## src/rtl/alu_muldiv.sv

```systemverilog
`default_nettype none
// ============================================================================
// alu_muldiv : iterative shift-add multiplier / restoring divider (RV M-ext).
// Divider datapath present only with `define ALU_MULDIV_DIV_EN.   Rev 1.0
// ============================================================================
module alu_muldiv #(
    parameter int XLEN           = 32,
    parameter int BITS_PER_CYCLE = 1
) (
    input  logic            clk,
    input  logic            nReset,
    input  logic            alu_muldiv_stb_i,
    input  logic [4:0]      alu_muldiv_funct_i,
    input  logic [XLEN-1:0] alu_muldiv_op1_i,
    input  logic [XLEN-1:0] alu_muldiv_op2_i,
    output logic [XLEN-1:0] alu_muldiv_res_o,
    output logic            alu_muldiv_done_o,
    output logic            alu_muldiv_busy_o
);

    localparam int N_ITER = XLEN / BITS_PER_CYCLE;
    localparam int CNT_W  = $clog2(N_ITER + 1);

    localparam logic [4:0] F_MUL    = 5'b01110;
    localparam logic [4:0] F_MULH   = 5'b01111;
    localparam logic [4:0] F_MULHSU = 5'b10000;
    localparam logic [4:0] F_MULHU  = 5'b10001;
`ifdef ALU_MULDIV_DIV_EN
    localparam logic [4:0] F_DIV    = 5'b10010;
    localparam logic [4:0] F_DIVU   = 5'b10011;
    localparam logic [4:0] F_REM    = 5'b10100;
    localparam logic [4:0] F_REMU   = 5'b10101;
`endif

    typedef enum logic [1:0] {
        S_IDLE = 2'd0,
        S_CALC = 2'd1,
        S_FIX  = 2'd2,
        S_DONE = 2'd3
    } state_t;

    state_t              state_q, state_d;
    logic [CNT_W-1:0]    cnt_q, cnt_d;
    logic [4:0]          funct_q, funct_d;
    logic [XLEN-1:0]     b_q, b_d;
    logic [2*XLEN-1:0]   prod_q, prod_d;
    logic                neg_q, neg_d;
    logic [XLEN-1:0]     res_q, res_d;
    logic                done_q, done_d;
    logic                busy_q, busy_d;

    logic                is_mul, mul_lo, sgn1, sgn2;
    logic                op1_neg, op2_neg, neg_calc;
    logic [XLEN-1:0]     mag1, mag2;
    logic [2*XLEN-1:0]   step_next, full;
    logic [XLEN-1:0]     fix_res;

    logic [BITS_PER_CYCLE-1:0]      mul_digit;
    logic [XLEN+BITS_PER_CYCLE-1:0] mul_pp, mul_sum;
    logic [2*XLEN-1:0]              mul_next;

`ifdef ALU_MULDIV_DIV_EN
    logic                is_div, is_rem;
    logic [XLEN-1:0]     div_r, div_qt, div_val;
    logic [XLEN:0]       div_trial;
    logic [2*XLEN-1:0]   div_next;
`endif

    always_comb begin
        is_mul = 1'b0;
        mul_lo = 1'b0;
        sgn1   = 1'b0;
        sgn2   = 1'b0;
`ifdef ALU_MULDIV_DIV_EN
        is_div = 1'b0;
        is_rem = 1'b0;
`endif
        case (funct_q)
            F_MUL:    begin is_mul = 1'b1; mul_lo = 1'b1; end
            F_MULH:   begin is_mul = 1'b1; sgn1 = 1'b1; sgn2 = 1'b1; end
            F_MULHSU: begin is_mul = 1'b1; sgn1 = 1'b1; end
            F_MULHU:  begin is_mul = 1'b1; end
`ifdef ALU_MULDIV_DIV_EN
            F_DIV:    begin is_div = 1'b1; sgn1 = 1'b1; sgn2 = 1'b1; end
            F_DIVU:   begin is_div = 1'b1; end
            F_REM:    begin is_div = 1'b1; is_rem = 1'b1; sgn1 = 1'b1; sgn2 = 1'b1; end
            F_REMU:   begin is_div = 1'b1; is_rem = 1'b1; end
`endif
            default:  ;
        endcase
    end

    // Raw operands sit in prod_q[XLEN-1:0] / b_q until the first CALC cycle
    // replaces them with magnitudes; the product is commutative so both units
    // share this layout.
    assign op1_neg = sgn1 & prod_q[XLEN-1];
    assign op2_neg = sgn2 & b_q[XLEN-1];
    assign mag1    = op1_neg ? (-prod_q[XLEN-1:0]) : prod_q[XLEN-1:0];
    assign mag2    = op2_neg ? (-b_q) : b_q;

    always_comb begin
        neg_calc = op1_neg ^ op2_neg;
`ifdef ALU_MULDIV_DIV_EN
        // Divide by zero keeps the all-ones quotient un-negated.
        if (is_rem)
            neg_calc = op1_neg;
        else if (is_div && (b_q == '0))
            neg_calc = 1'b0;
`endif
    end

    assign mul_digit = prod_q[BITS_PER_CYCLE-1:0];
    assign mul_pp    = (XLEN+BITS_PER_CYCLE)'(b_q) * (XLEN+BITS_PER_CYCLE)'(mul_digit);
    assign mul_sum   = (XLEN+BITS_PER_CYCLE)'(prod_q[2*XLEN-1:XLEN]) + mul_pp;
    assign mul_next  = {mul_sum, prod_q[XLEN-1:BITS_PER_CYCLE]};

`ifdef ALU_MULDIV_DIV_EN
    always_comb begin
        div_r     = prod_q[2*XLEN-1:XLEN];
        div_qt    = prod_q[XLEN-1:0];
        div_trial = '0;
        for (int i = 0; i < BITS_PER_CYCLE; i++) begin
            div_trial = {div_r, div_qt[XLEN-1]};
            div_qt    = {div_qt[XLEN-2:0], 1'b0};
            if (div_trial >= {1'b0, b_q}) begin
                div_trial = div_trial - {1'b0, b_q};
                div_qt[0] = 1'b1;
            end
            div_r = div_trial[XLEN-1:0];
        end
        div_next = {div_r, div_qt};
    end
`endif

    always_comb begin
        step_next = mul_next;
`ifdef ALU_MULDIV_DIV_EN
        if (is_div)
            step_next = div_next;
`endif
    end

    assign full = neg_q ? (-prod_q) : prod_q;

    always_comb begin
        fix_res = '0;
        if (is_mul)
            fix_res = mul_lo ? full[XLEN-1:0] : full[2*XLEN-1:XLEN];
`ifdef ALU_MULDIV_DIV_EN
        div_val = is_rem ? prod_q[2*XLEN-1:XLEN] : prod_q[XLEN-1:0];
        if (is_div)
            fix_res = neg_q ? (-div_val) : div_val;
`endif
    end

    // CALC count 0 prepares magnitudes; counts 1..N_ITER retire the digits.
    always_comb begin
        state_d = state_q;
        cnt_d   = cnt_q;
        funct_d = funct_q;
        b_d     = b_q;
        prod_d  = prod_q;
        neg_d   = neg_q;
        res_d   = res_q;
        case (state_q)
            S_IDLE: begin
                if (alu_muldiv_stb_i) begin
                    state_d = S_CALC;
                    cnt_d   = '0;
                    funct_d = alu_muldiv_funct_i;
                    prod_d  = {{XLEN{1'b0}}, alu_muldiv_op1_i};
                    b_d     = alu_muldiv_op2_i;
                end
            end
            S_CALC: begin
                if (cnt_q == '0) begin
                    prod_d = {{XLEN{1'b0}}, mag1};
                    b_d    = mag2;
                    neg_d  = neg_calc;
                end else begin
                    prod_d = step_next;
                end
                if (cnt_q == CNT_W'(N_ITER))
                    state_d = S_FIX;
                else
                    cnt_d = cnt_q + CNT_W'(1);
            end
            S_FIX: begin
                res_d   = fix_res;
                state_d = S_DONE;
            end
            S_DONE:  state_d = S_IDLE;
            default: state_d = S_IDLE;
        endcase
        done_d = (state_d == S_DONE);
        busy_d = (state_d != S_IDLE);
    end

    always_ff @(posedge clk or negedge nReset) begin
        if (!nReset) begin
            state_q <= S_IDLE;
            cnt_q   <= '0;
            funct_q <= '0;
            b_q     <= '0;
            prod_q  <= '0;
            neg_q   <= 1'b0;
            res_q   <= '0;
            done_q  <= 1'b0;
            busy_q  <= 1'b0;
        end else begin
            state_q <= state_d;
            cnt_q   <= cnt_d;
            funct_q <= funct_d;
            b_q     <= b_d;
            prod_q  <= prod_d;
            neg_q   <= neg_d;
            res_q   <= res_d;
            done_q  <= done_d;
            busy_q  <= busy_d;
        end
    end

    assign alu_muldiv_res_o  = res_q;
    assign alu_muldiv_done_o = done_q;
    assign alu_muldiv_busy_o = busy_q;

endmodule
`default_nettype wire
```

## config.mk

```make
export PLATFORM = sky130hd
export DESIGN_NAME = alu_muldiv
export DESIGN_NICKNAME = d
export VERILOG_FILES = /design/src/rtl/alu_muldiv.sv
export SDC_FILE = /design/constraint.sdc
export NUM_CORES = 1
export LEC_CHECK = 0
export ABC_AREA = 1
export ABC_CLOCK_PERIOD_IN_PS = 2400
export CAP_MARGIN = 20
export CORE_UTILIZATION = 39
export DETAILED_ROUTE_END_ITERATION = 10
export GPL_TIMING_DRIVEN = 0
export HOLD_SLACK_MARGIN = 0.03
export PLACE_DENSITY_LB_ADDON = 0.08
export SLEW_MARGIN = 5
export SYNTH_ARGS = -nofsm -noshare
export SYNTH_HDL_FRONTEND = slang
export SYNTH_SLANG_ARGS = --single-unit
```

## constraint.sdc

```tcl
create_clock -name clk -period 2.4 [get_ports clk]
set_input_delay 0.48 -clock clk [delete_from_list [all_inputs] [get_ports clk]]
set_output_delay 0.48 -clock clk [all_outputs]
set_load 0.005 [all_outputs]
```

### Yosys cells after proc, flatten, opt, wreduce, memory -nomap -nowiden

Index checks and enable logic that the tools add are counted.

* register bits: 144
* bits of input ports: 72
* output and inout bits: 34
* logic and storage cells: 66

* add/subtract/negate cells: 5
* $mul: 1
* equality and inequality tests: 14
* multiplexer cells: 21
* bitwise logic cells: 3
* reduce and logical (&&, ||, !) cells: 12

Operator list (count)
* $mux 32: 6
* $mux 64: 3
* $pmux 64 s2: 1
* $neg 32->32: 2
* $neg 64->64: 1
* $pmux 32 s2: 1
* $add 32x33->33: 1
* $mul 32x1->33: 1
* $mux 6: 2
* $pmux 6 s2: 1
* $eq 5x4->1 const B: 2
* $eq 5x5->1 const B: 2
* $ne 2x2->1 const B: 4
* $pmux 2 s4: 1
* $add 6x1->6 const B: 1
* $eq 2x2->1 const B: 3
* $eq 6x6->1 const B: 1
* $logic_not 6->1: 1
* $reduce_and 2->1: 3
* $reduce_and 3->1: 2
* $mux 1: 4
* $mux 2: 2
* $reduce_and 4->1: 1
* $reduce_bool 2->1: 2
* 7 further kinds: 8

### Depth between registers and ports, before layout

Gate-level depths: netlist of the first run.

* depth in word-level cells: 7
* depth in mapped cells: 17
* gate-level depth less buffers: 15

### Worst setup path before layout of the first run

No wires, ideal clock.

* path type: register to register
* start: reg prod_q[0]
* end: reg prod_q[49]
* setup time: 0.133 ns
* arrival: 2.342 ns
* data required time: 2.267 ns
* setup slack: -0.075 ns
* cell stages (with the launch flop): 18
* path buffers: 2
* period minus slack after synthesis: 2.475 ns
* path through: dfrtp_1 -> buf_2 -> buf_1 -> nand2_1 -> inv_1 -> ha_1 -> inv_1 -> fa_1 -> o21ai_0 -> nand2_1 -> nand2_1 -> nand2_1 -> nand2_1 -> nand2_1 -> nand2_1 -> nand2_1 -> nand3_1 -> o21ai_0

* cells in the longest elaborated chain, start to end: 4

Ends and longest elaborated chain
* from (decl): RTL line 46 `logic [2*XLEN-1:0] prod_q, prod_d;`
* from (signal assigned): RTL line 215 `prod_q <= prod_d;`
* $mul 32x1->33: RTL line 113 `assign mul_pp = (XLEN+BITS_PER_CYCLE)'(b_q) * (XLEN+BITS_PER_CYCLE)'(mul_digit);`
* $add 32x33->33: RTL line 114 `assign mul_sum = (XLEN+BITS_PER_CYCLE)'(prod_q[2*XLEN-1:XLEN]) + mul_pp;`
* $mux 64: RTL line 176 `if (cnt_q == '0) begin`
* $pmux 64 s2: RTL line 165 `case (state_q)`

No other way between the ends.
A chain may end at the register's enable or synchronous reset.

### Worst setup path after layout of the first run

* start: reg prod_q[0]
* end: reg res_q[26] (netlist: alu_muldiv_res_o[26])

* cells in the longest elaborated chain, start to end: 4

Ends and longest elaborated chain
* $neg 64->64: RTL line 143 `assign full = neg_q ? (-prod_q) : prod_q;`
* $mux 64: RTL line 143
* $mux 32: RTL line 148 `fix_res = mul_lo ? full[XLEN-1:0] : full[2*XLEN-1:XLEN];`
* $mux 32: RTL line 147 `if (is_mul)`
* to (signal assigned): RTL line 217 `res_q <= res_d;`
* to (decl): RTL line 48 `logic [XLEN-1:0] res_q, res_d;`

No other way between the ends.

==> results.py, run 1 <==
metrics = {
    "outcome": {
        "status": "finished clean",
    },
    "critical_path": {
        "cp-startpoint": "prod_q[0]",
        "path_max_fanout": 7,
        "r2r_start": "prod_q[0]",
        "worstPathRequired_ns": 2.80,
        "r2r_setup_slack_ns": 0.1,
        "critPathArrivalTime_ns": 2.70,
        "worstSetupPathType": "reg2reg",
        "critPathLaunchType": "flip-flop",
        "cp-end-kind": "flip-flop",
    },
    "die": {
        "dieWidth_um": 178,
        "rows": 64,
        "start_util_pct": 39.5,
        "die_h_um": 178,
        "io-pin-count": 106,
        "core_um2": 30600,
        "fp.dieArea_um2": 31700,
    },
    "yosys": {
        "synthFlopType": "dfrtp_1",
        "synth_adder_area_share_pct": 3.89,
        "synth_warnings": 0,
        "yosysSeqAreaShare_pct": 29.8,
        "synth_compound_area_share_pct": 14.9,
        "ys_seq_elements": 144,
        "synth_xor_area_share_pct": 1.95,
        "synth_edf_count": 0,
        "synth_nets": 2075,
        "synthesis.instances": 1966,
        "synthArstFlopShare_pct": 100,
        "synth_top_family_by_area": "simple AND/OR/NAND/NOR gates",
        "ys_types": 44,
        "syn_area_um2": 12100,
        "synthSimpleGateAreaFrac_pct": 39.8,
        "muxShareOfSynthArea_pct": 0,
        "synth_area_per_cell_um2": 6.15,
    },
    "clock_network": {
        "path_clk_slew_ns": 0.07,
        "cts_tree": "yes",
        "ctsLongestPathBuffers": 2,
        "clk-insertion-delay-late_ns": 0.47,
        "clkSinkCount": 144,
        "cts-root-buf": "clkbuf_16",
        "htreeDepth": 4,
        "tritoncts.num_buffers": 17,
    },
    "pwr": {
        "p_per_area_nw_per_um2": 1440,
        "total_power_mw": 21.6,
        "p_leak_nw": 7.02,
        "peakVddDrop_mv": 0.685,
    },
    "drt": {
        "drt_iter0_drc": 1119,
        "drc_errors": 0,
        "viasPerCell": 5.47,
        "wl_um": 50800,
        "antenna_left": 0,
        "dr_total_vias": 13700,
        "firstDrtPassIters": 6,
        "detail_route.wl_per_cell_um": 20.2,
    },
    "global_routing": {
        "antenna_found_initial": 0,
        "grt_overflow": 0,
        "grt_pass1_wl_um": 76100,
        "grt_max_degree": 94,
        "grt_pass1_vias": 12800,
        "grtUsageTotal_pct": 32.6,
    },
    "timing": {
        "holdWs_ns": 0.477,
        "period_needed_ns": 2.30,
        "max_freq_mhz": 435,
        "worst_pin_slew_ns": 0.869,
        "period_share_pct": 95.9,
        "rsz0062_at_grt": "yes",
        "finalSetupViolCount": 0,
        "fin_skew_ns": 0.0147,
        "slew_headroom_pct": 42.1,
        "hold_violations": 0,
        "slew_viol_final": 0,
    },
    "flow_run": {
        "cap_violations": 0,
    },
    "placement": {
        "place_congestion": 1.02,
        "place_hpwl_um": 40500,
        "port_buffers": 105,
    },
    "min_path": {
        "hp-class": "reg2reg",
        "min_from": "alu_muldiv_res_o[25]",
    },
    "finish": {
        "final_common_cell": "nand2_1",
        "fillerInstances": 3263,
        "layout_common_cells": "nand2_1, nor2_1, inv_1",
        "drive_above_1_share_pct": 11.3,
        "area.growth.synth_to_final_pct": 23.4,
        "final_nets": 2210,
        "n_antenna_cell": 0,
    },
}
final timing paths:
kind / endpoint / cells past startpoint
worst max-delay path: alu_muldiv_res_o[26] / 11
worst min-delay path: alu_muldiv_res_o[25] / 2
worst max register to register: alu_muldiv_res_o[26] / 11
worst min register to register: alu_muldiv_res_o[25] / 2
max in group asynchronous: prod_q[34] / 3
min in group asynchronous: prod_q[17] / 2
layer usage:
metal  share of wire [%]  GRT usage, %
met5                   0             0
met3                 4.9          3.58
met4                 4.4          14.7
met1                  44          42.0
met2                  47          54.5
what timing repair did:
action	4_1_cts	5_1_grt
endpoints found under the setup margin	31	60
pin swaps	1	14
gates resized for setup	16	141
hold buffers	1	0
endpoints found under the hold margin	51	0
setup buffers	0	9
kinds of logic after synthesis:
kind of cell | count (synthesis)
AO/OA/AOI/OAI | 331
XOR/XNOR | 27
adder cells (fa/ha/maj) | 37
buffers and inverters | 299
flip-flops | 144
AND/OR/NAND/NOR | 1128
sequential cells by signal, summed over array words and instances (netlist names), 2 cells and up:
signal	cells
prod_q	64
state_q	2
b_q	32
funct_q	5
cnt_q	6
alu_muldiv_res_o	32
worst max-delay path: stages (launching register included):
cell     delay [ns]
dfrtp_1        0.38
buf_6          0.14
inv_2          0.09
ha_2           0.21
inv_1          0.08
nor3_1         0.57
nand2_1        0.11
nand2_1        0.10
nand3_1        0.07
a21oi_1        0.30
nand2_1        0.12
nand2_1        0.06
cell usage after synthesis, types with 4 or more instances:
master    number  area (µm²)
nor2_4         6        67.6
a22oi_1       20         150
dfrtp_1      144        3600
o21ai_0      130         651
buf_2         19        95.1
ha_1          36         450
inv_1        224         841
nand2_2       17         106
nand3_2        4        40.0
nand2_1      576        2160
inv_2         13        48.8
nand3_1      197         986
o22ai_1       12        75.1
buf_1         14        52.6
o221ai_1       7        61.3
o21ai_1       23         115
and2_1         5        31.3
xor2_1        24         210
nor3_1        21         105
nor2_1       242         908
o211ai_1       9        67.6
nand4_1       22         138
clkbuf_1      25        93.8
a21oi_1      114         571
a31oi_1        5        31.3
nor2_2        18         113
nand3b_1      12        90.1
through the flow:
stage,setup TNS [ns],util (%),instance area (µm²),instances,setup WS [ns]
6_report,0,48.8,14900,2510,0.0990
5_1_grt,-0.239,48.8,14900,2510,-0.0420
4_1_cts,0,46.9,14300,2501,0.00172
3_5_place_dp,-6.92,44.7,13700,2468,-0.474
3_3_place_gp,-794.93,44.6,13600,2467,-5.50
2_1_floorplan,0,-,12100,1966,0.0194
report_power, final:
group          leakage (nW)  internal, mW  switching, mW  total, mW
combinational          4.94          4.64           8.85       13.5
clock                 0.294          1.65           1.27       2.93
sequential             1.79          3.50           1.65       5.15
layout make-up:
| cell class | instances | area [µm²] | area share [%] |
|---|---|---|---|
| Multi-Input combinational cell | 1523 | 7870 | 52.7 |
| Sequential cell | 144 | 3600 | 24.1 |
| Timing Repair Buffer | 116 | 1160 | 7.78 |
| Inverter | 238 | 896 | 6.00 |
| Tap cell | 396 | 495 | 3.32 |
| Clock buffer | 18 | 429 | 2.88 |
| Buffer | 61 | 292 | 1.95 |
| Clock inverter | 14 | 179 | 1.20 |
Note: power is estimated with default switching activity, not from simulation.
==> run 2: changes to the inputs <==
--- a/config.mk
+++ b/config.mk
@@ -8,7 +8,9 @@
 export ABC_AREA = 1
 export ABC_CLOCK_PERIOD_IN_PS = 2400
 export CAP_MARGIN = 20
-export CORE_UTILIZATION = 39
+export CELL_PAD_IN_SITES_DETAIL_PLACEMENT = 0
+export CELL_PAD_IN_SITES_GLOBAL_PLACEMENT = 1
+export CORE_UTILIZATION = 38
 export DETAILED_ROUTE_END_ITERATION = 10
 export GPL_TIMING_DRIVEN = 0
 export HOLD_SLACK_MARGIN = 0.03
==> constraint.sdc (replaced) <==
create_clock -name clk -period 2.4 [get_ports clk]
set_input_delay 0.48 -clock clk [delete_from_list [all_inputs] [get_ports clk]]
set_output_delay 0.48 -clock clk [all_outputs]
set_load 0.02 [all_outputs]
==> run 2 against run 1 <==
Wire length is 1.1% lower. Non-clock buffer count rose by 1. Cell count hardly changed. Maximum frequency decreased by 0.63%. Critical path type unchanged. Largest power group unchanged.
==> results.py, run 2 (synthesis results as in run 1) <==
metrics = {
    "placement": {
        "place_hpwl_um": 40000,
        "port_buffers": 105,
        "place_congestion": 0.988,
        "post-place-ws_ns": -0.661,
    },
    "drt": {
        "antenna_left": 0,
        "detail_route.wl_per_cell_um": 20.0,
        "dr_total_vias": 13600,
        "viasPerCell": 5.42,
        "wl_um": 50200,
        "firstDrtPassIters": 5,
        "drt_iter0_drc": 1079,
        "drc_errors": 0,
    },
    "timing": {
        "worst_pin_slew_ns": 0.891,
        "slew_viol_final": 0,
        "slew_headroom_pct": 40.6,
        "tns_ns": 0,
        "fin_ws_ns": 0.0845,
        "fin_skew_ns": 0.0112,
        "hold_violations": 0,
        "max_freq_mhz": 432,
        "finalSetupViolCount": 0,
        "period_share_pct": 96.5,
        "period_needed_ns": 2.32,
        "rsz0062_at_grt": "yes",
    },
    "critical_path": {
        "reg2reg_depth": 14,
        "cp-end-kind": "flip-flop",
        "critPathArrivalTime_ns": 2.66,
        "path_max_fanout": 7,
        "cp-startpoint": "prod_q[0]",
        "worstPathRequired_ns": 2.74,
        "r2r_setup_slack_ns": 0.08,
        "endpoint": "alu_muldiv_res_o[24]",
        "r2r_start": "prod_q[0]",
        "worstSetupPathType": "reg2reg",
        "critPathLaunchType": "flip-flop",
        "r2r-end": "alu_muldiv_res_o[24]",
    },
    "clock_network": {
        "cts_tree": "yes",
        "ctsLongestPathBuffers": 2,
        "cts-root-buf": "clkbuf_16",
        "tritoncts.num_buffers": 17,
        "clk-insertion-delay-late_ns": 0.46,
        "htreeDepth": 4,
        "path_clk_slew_ns": 0.07,
        "clkSinkCount": 144,
    },
    "finish": {
        "drive_above_1_share_pct": 9.98,
        "fillerInstances": 3344,
        "final_common_cell": "nand2_1",
        "largest_register_ffs": 64,
        "n_antenna_cell": 0,
        "layout_common_cells": "nand2_1, nor2_1, inv_1",
        "final_nets": 2211,
        "area.growth.synth_to_final_pct": 23.0,
        "largest_register": "prod_q",
    },
    "global_routing": {
        "grtUsageTotal_pct": 31.0,
        "antenna_found_initial": 0,
        "grt_max_degree": 94,
        "grt_pass1_wl_um": 76700,
        "grt_pass1_vias": 13300,
        "grt_overflow": 0,
    },
    "die": {
        "start_util_pct": 39.0,
        "rows": 64,
        "die_h_um": 180,
        "dieWidth_um": 180,
        "core_um2": 31000,
        "fp.dieArea_um2": 32600,
        "io-pin-count": 106,
    },
    "pwr": {
        "total_power_mw": 21.6,
        "p_leak_nw": 7.09,
        "peakVddDrop_mv": 0.688,
        "p_per_area_nw_per_um2": 1450,
    },
    "flow_run": {
        "cap_violations": 0,
    },
    "min_path": {
        "hp-class": "reg2reg",
    },
    "outcome": {
        "status": "finished clean",
    },
}
==> run 2: final cells by class <==
class / count / area (µm²) / share of cell area [%]
Clock inverter: 10 / 151 / 1.02
Clock buffer: 22 / 474 / 3.19
Inverter: 238 / 896 / 6.02
Timing Repair Buffer: 117 / 1170 / 7.86
Sequential cell: 144 / 3600 / 24.2
Tap cell: 396 / 495 / 3.33
Multi-Input combinational cell: 1523 / 7790 / 52.4
Buffer: 61 / 294 / 1.98
==> run 2: how the worst min path moves through the flow <==
| stage | end | start | depth (start not counted) |
|---|---|---|---|
| floorplan | alu_muldiv_busy_o | nReset | 0 |
| global placement | alu_muldiv_res_o[16] | alu_muldiv_res_o[16] | 2 |
| detailed placement | prod_q[9] | nReset | 1 |
| CTS | alu_muldiv_res_o[6] | alu_muldiv_res_o[6] | 2 |
| global route | alu_muldiv_res_o[19] | alu_muldiv_res_o[19] | 2 |
| finish | alu_muldiv_res_o[19] | alu_muldiv_res_o[19] | 2 |
==> run 2: layer usage <==
metal,wire length [µm],track usage (%),vias to the layer above
li1,-,-,6670
met1,21700,38.0,6460
met2,24400,54.3,389
met3,1970,3.86,95
met4,2190,13.9,0
met5,0,0,-
==> run 2: worst max-delay path: stages (launching register included) <==
cell and delay (ns):
dfrtp_1 0.38, buf_6 0.14, inv_2 0.08, ha_1 0.21, nand2_2 0.11, nor2_4 0.18, nand2_2 0.13, nor2_4 0.22
nand3_1 0.18, nand2_2 0.14, nand2_1 0.07, nand2_1 0.06, nand3_1 0.12, nand2_1 0.12, nand2_1 0.05
==> run 2: where the power goes <==
group          leakage (nW)  internal (mW)  switching, mW  total (mW)
clock network         0.299           1.73           1.18        2.91
logic                  5.00           4.56           9.04        13.6
registers              1.79           3.50           1.58        5.08
==> run 2: what timing repair did <==
item | in CTS | in global routing
resized for setup | 22 | 110
hold buffers | 1 | 0
setup buffers | 0 | 10
endpoints found under the hold margin | 51 | 0
pin swaps | 1 | 15
setup endpoints to repair | 31 | 73
==> run 2: through the flow <==
step                      utilization [%]  hold slack (ns)  std cells  instance area (µm²)
after CTS                            46.4            0.487       2501                14400
after floorplan                         -            0.184       1966                12100
after global placement               44.0            0.465       2467                13600
after global routing                 48.0            0.508       2511                14900
after detailed placement             44.1            0.417       2468                13700
final                                48.0            0.480       2511                14900
==> run 3: changes to the inputs <==
--- a/config.mk
+++ b/config.mk
@@ -15,6 +15,7 @@
 export GPL_TIMING_DRIVEN = 0
 export HOLD_SLACK_MARGIN = 0.03
 export PLACE_DENSITY_LB_ADDON = 0.08
+export REMOVE_ABC_BUFFERS = 1
 export SLEW_MARGIN = 5
 export SYNTH_ARGS = -nofsm -noshare
 export SYNTH_HDL_FRONTEND = slang
==> run 3 against run 2 <==
Sequential cell count unchanged. Combinational power about the same. Global-route usage decreased by 2.3 points. Power decreased by 1.0%. First-iteration DRC count decreased by 20%. Clock power decreased by 4%. Register-to-register slack about the same. Setup slack improved by 0.015 ns. Die area unchanged.
==> results.py, run 3 (synthesis results as in run 1) <==
metrics = {
    "placement": {
        "post-place-ws_ns": -2.07,
        "place_congestion": 0.936,
        "dp.cells": 2410,
        "port_buffers": 105,
        "place_hpwl_um": 33900,
    },
    "pwr": {
        "p_per_area_nw_per_um2": 1430,
        "peakVddDrop_mv": 0.774,
        "p_leak_nw": 6.99,
    },
    "drt": {
        "drc_errors": 0,
        "dr_total_vias": 13300,
        "wl_um": 46400,
        "viasPerCell": 5.40,
        "firstDrtPassIters": 7,
        "antenna_left": 0,
        "detail_route.wl_per_cell_um": 18.8,
        "drt_iter0_drc": 865,
    },
    "global_routing": {
        "use_met2_pct": 48.4,
        "grt_busiest_layer": "met2",
        "grtUsageTotal_pct": 28.7,
        "antenna_found_initial": 0,
        "grt_pass1_wl_um": 72300,
        "grt_util_met3_pct": 3.35,
        "grt_max_degree": 101,
        "grt_overflow": 0,
        "grt_pass1_vias": 12700,
        "gr-usage-met1_pct": 38.0,
    },
    "finish": {
        "area.growth.synth_to_final_pct": 23.4,
        "largest_register_ffs": 64,
        "drive_above_1_share_pct": 10.8,
        "final_common_cell": "nand2_1",
        "layout_common_cells": "nand2_1, nor2_1, inv_1",
        "final_nets": 2170,
        "largest_register": "prod_q",
        "stdcell_count": 2470,
        "fillerInstances": 3299,
        "n_antenna_cell": 0,
    },
    "critical_path": {
        "critPathBufInv": 2,
        "critPathLaunchType": "flip-flop",
        "critPathArrivalTime_ns": 2.65,
        "r2r-end": "prod_q[60]",
        "reg2reg_depth": 12,
        "cpPeakStageDelay_ns": 0.50,
        "worstSetupPathType": "reg2reg",
        "cpMaxStageDelayCell": "dfrtp_4",
        "cp-startpoint": "prod_q[0]",
        "path_max_fanout": 18,
        "crit_top_cell": "nand2_1",
        "cp-end-kind": "flip-flop",
        "r2r_start": "prod_q[0]",
        "r2r_setup_slack_ns": 0.1,
        "path_cells": "buf_12, nand2_1, inv_1, ha_1, a21oi_1, o21ai_0, nand2_1, nand2_1, a21oi_1, nand3b_1, nand3_1, nand2_1",
        "worstPathRequired_ns": 2.75,
        "critical_path.top_delay_family": "compound AO/OA/AOI/OAI gates",
    },
    "clock_network": {
        "clk-insertion-delay-late_ns": 0.45,
        "cts-root-buf": "clkbuf_16",
        "htreeDepth": 4,
        "clkSinkCount": 144,
        "tritoncts.num_buffers": 17,
        "cts_tree": "yes",
        "ctsLongestPathBuffers": 2,
        "path_clk_slew_ns": 0.07,
    },
    "die": {
        "io-pin-count": 106,
        "die_h_um": 180,
        "dieWidth_um": 180,
        "rows": 64,
        "core_um2": 31000,
        "start_util_pct": 39.0,
        "fp.dieArea_um2": 32600,
    },
    "timing": {
        "worst_pin_slew_ns": 0.760,
        "slew_headroom_pct": 48.8,
        "rsz0062_at_grt": "yes",
        "slew_viol_final": 0,
        "period_share_pct": 95.9,
        "fin_skew_ns": 0.0143,
        "period_needed_ns": 2.30,
        "finalSetupViolCount": 0,
        "fin_ws_ns": 0.0994,
        "hold_violations": 0,
        "max_freq_mhz": 435,
    },
    "min_path": {
        "hp-class": "reg2reg",
        "hold_end": "alu_muldiv_res_o[17]",
        "holdPathStages": 2,
        "min_from": "alu_muldiv_res_o[17]",
    },
    "flow_run": {
        "cap_violations": 0,
    },
    "outcome": {
        "status": "finished clean",
    },
}
==> run 3: changes by cell type in the layout (fill, tap and decap cells not counted), moves of 4 or more <==
| cell | delta |
|---|---|
| nand2_4 | -6 |
| nor3_1 | -4 |
| buf_1 | -11 |
| buf_2 | -19 |
| buf_12 | +5 |
| ha_1 | -6 |
| clkbuf_1 | -23 |
| o21ai_2 | +4 |
| nand2_8 | +4 |
| nor2_2 | +5 |
| nor3_2 | +5 |
| nor2_1 | -7 |
| ha_4 | +4 |
| nor2_4 | +5 |
==> run 3: worst min-delay path, delay by kind of cell, from the launching register on <==
family        cells  cell delay (ns)
flops             1             0.34
simple gates      2             0.10
==> run 3: layout make-up <==
type,instances,area [µm²],share of cell area [%]
clock inverters,14,158,1.06
multi-input cells,1530,7960,53.3
flip-flops and latches,144,3610,24.2
inverters,238,925,6.19
clock buffers,18,429,2.87
well taps,396,495,3.32
repair inverters,2,13.8,0.0922
repair buffers,128,1330,8.93
==> run 3: repair_timing <==
item	4_1_cts	5_1_grt
hold buffers	1	0
buffers inserted	10	8
resized for setup	27	132
setup endpoints to repair	132	79
hold endpoints to repair	44	0
pin swaps	6	18
cloned	6	3
==> run 3: through the flow <==
stage               util (%)  setup TNS, ns  hold slack, ns  area [µm²]  power [mW]
floorplan                  -         -29.49           0.184       11800        12.9
global placement        43.2       -1005.32           0.462       13400        16.6
detailed placement      43.5        -135.94           0.411       13500        16.8
CTS                     46.3              0           0.482       14300        20.1
global route            48.2         -0.315           0.499       14900        23.3
finish                  48.2              0           0.476       14900        21.4
==> run 3: per-layer routing <==
layer  vias to the layer above  wire, µm  part of all wire (%)
li1                       6610         -                     -
met5                         -         0                     0
met2                       392     22000                    47
met1                      6273     20900                    45
met4                         0      1470                   3.2
met3                        69      2030                   4.4
==> run 3: power breakdown <==
part | internal (mW) | switching (mW) | total (mW)
Combinational | 4.69 | 8.75 | 13.4
Sequential | 3.51 | 1.64 | 5.15
Clock | 1.55 | 1.24 | 2.78
==> run 3: worst max path at each step <==
| stage | to | depth (start not counted) | slack [ns] |
|---|---|---|---|
| 2_1_floorplan | b_q[6] | 8 | -0.48 |
| 3_3_place_gp | prod_q[62] | 1 | -5.74 |
| 3_5_place_dp | b_q[9] | 8 | -2.07 |
| 4_1_cts | alu_muldiv_res_o[17] | 12 | 0.001 |
| 5_1_grt | prod_q[57] | 15 | -0.07 |
| 6_report | prod_q[60] | 12 | 0.1 |
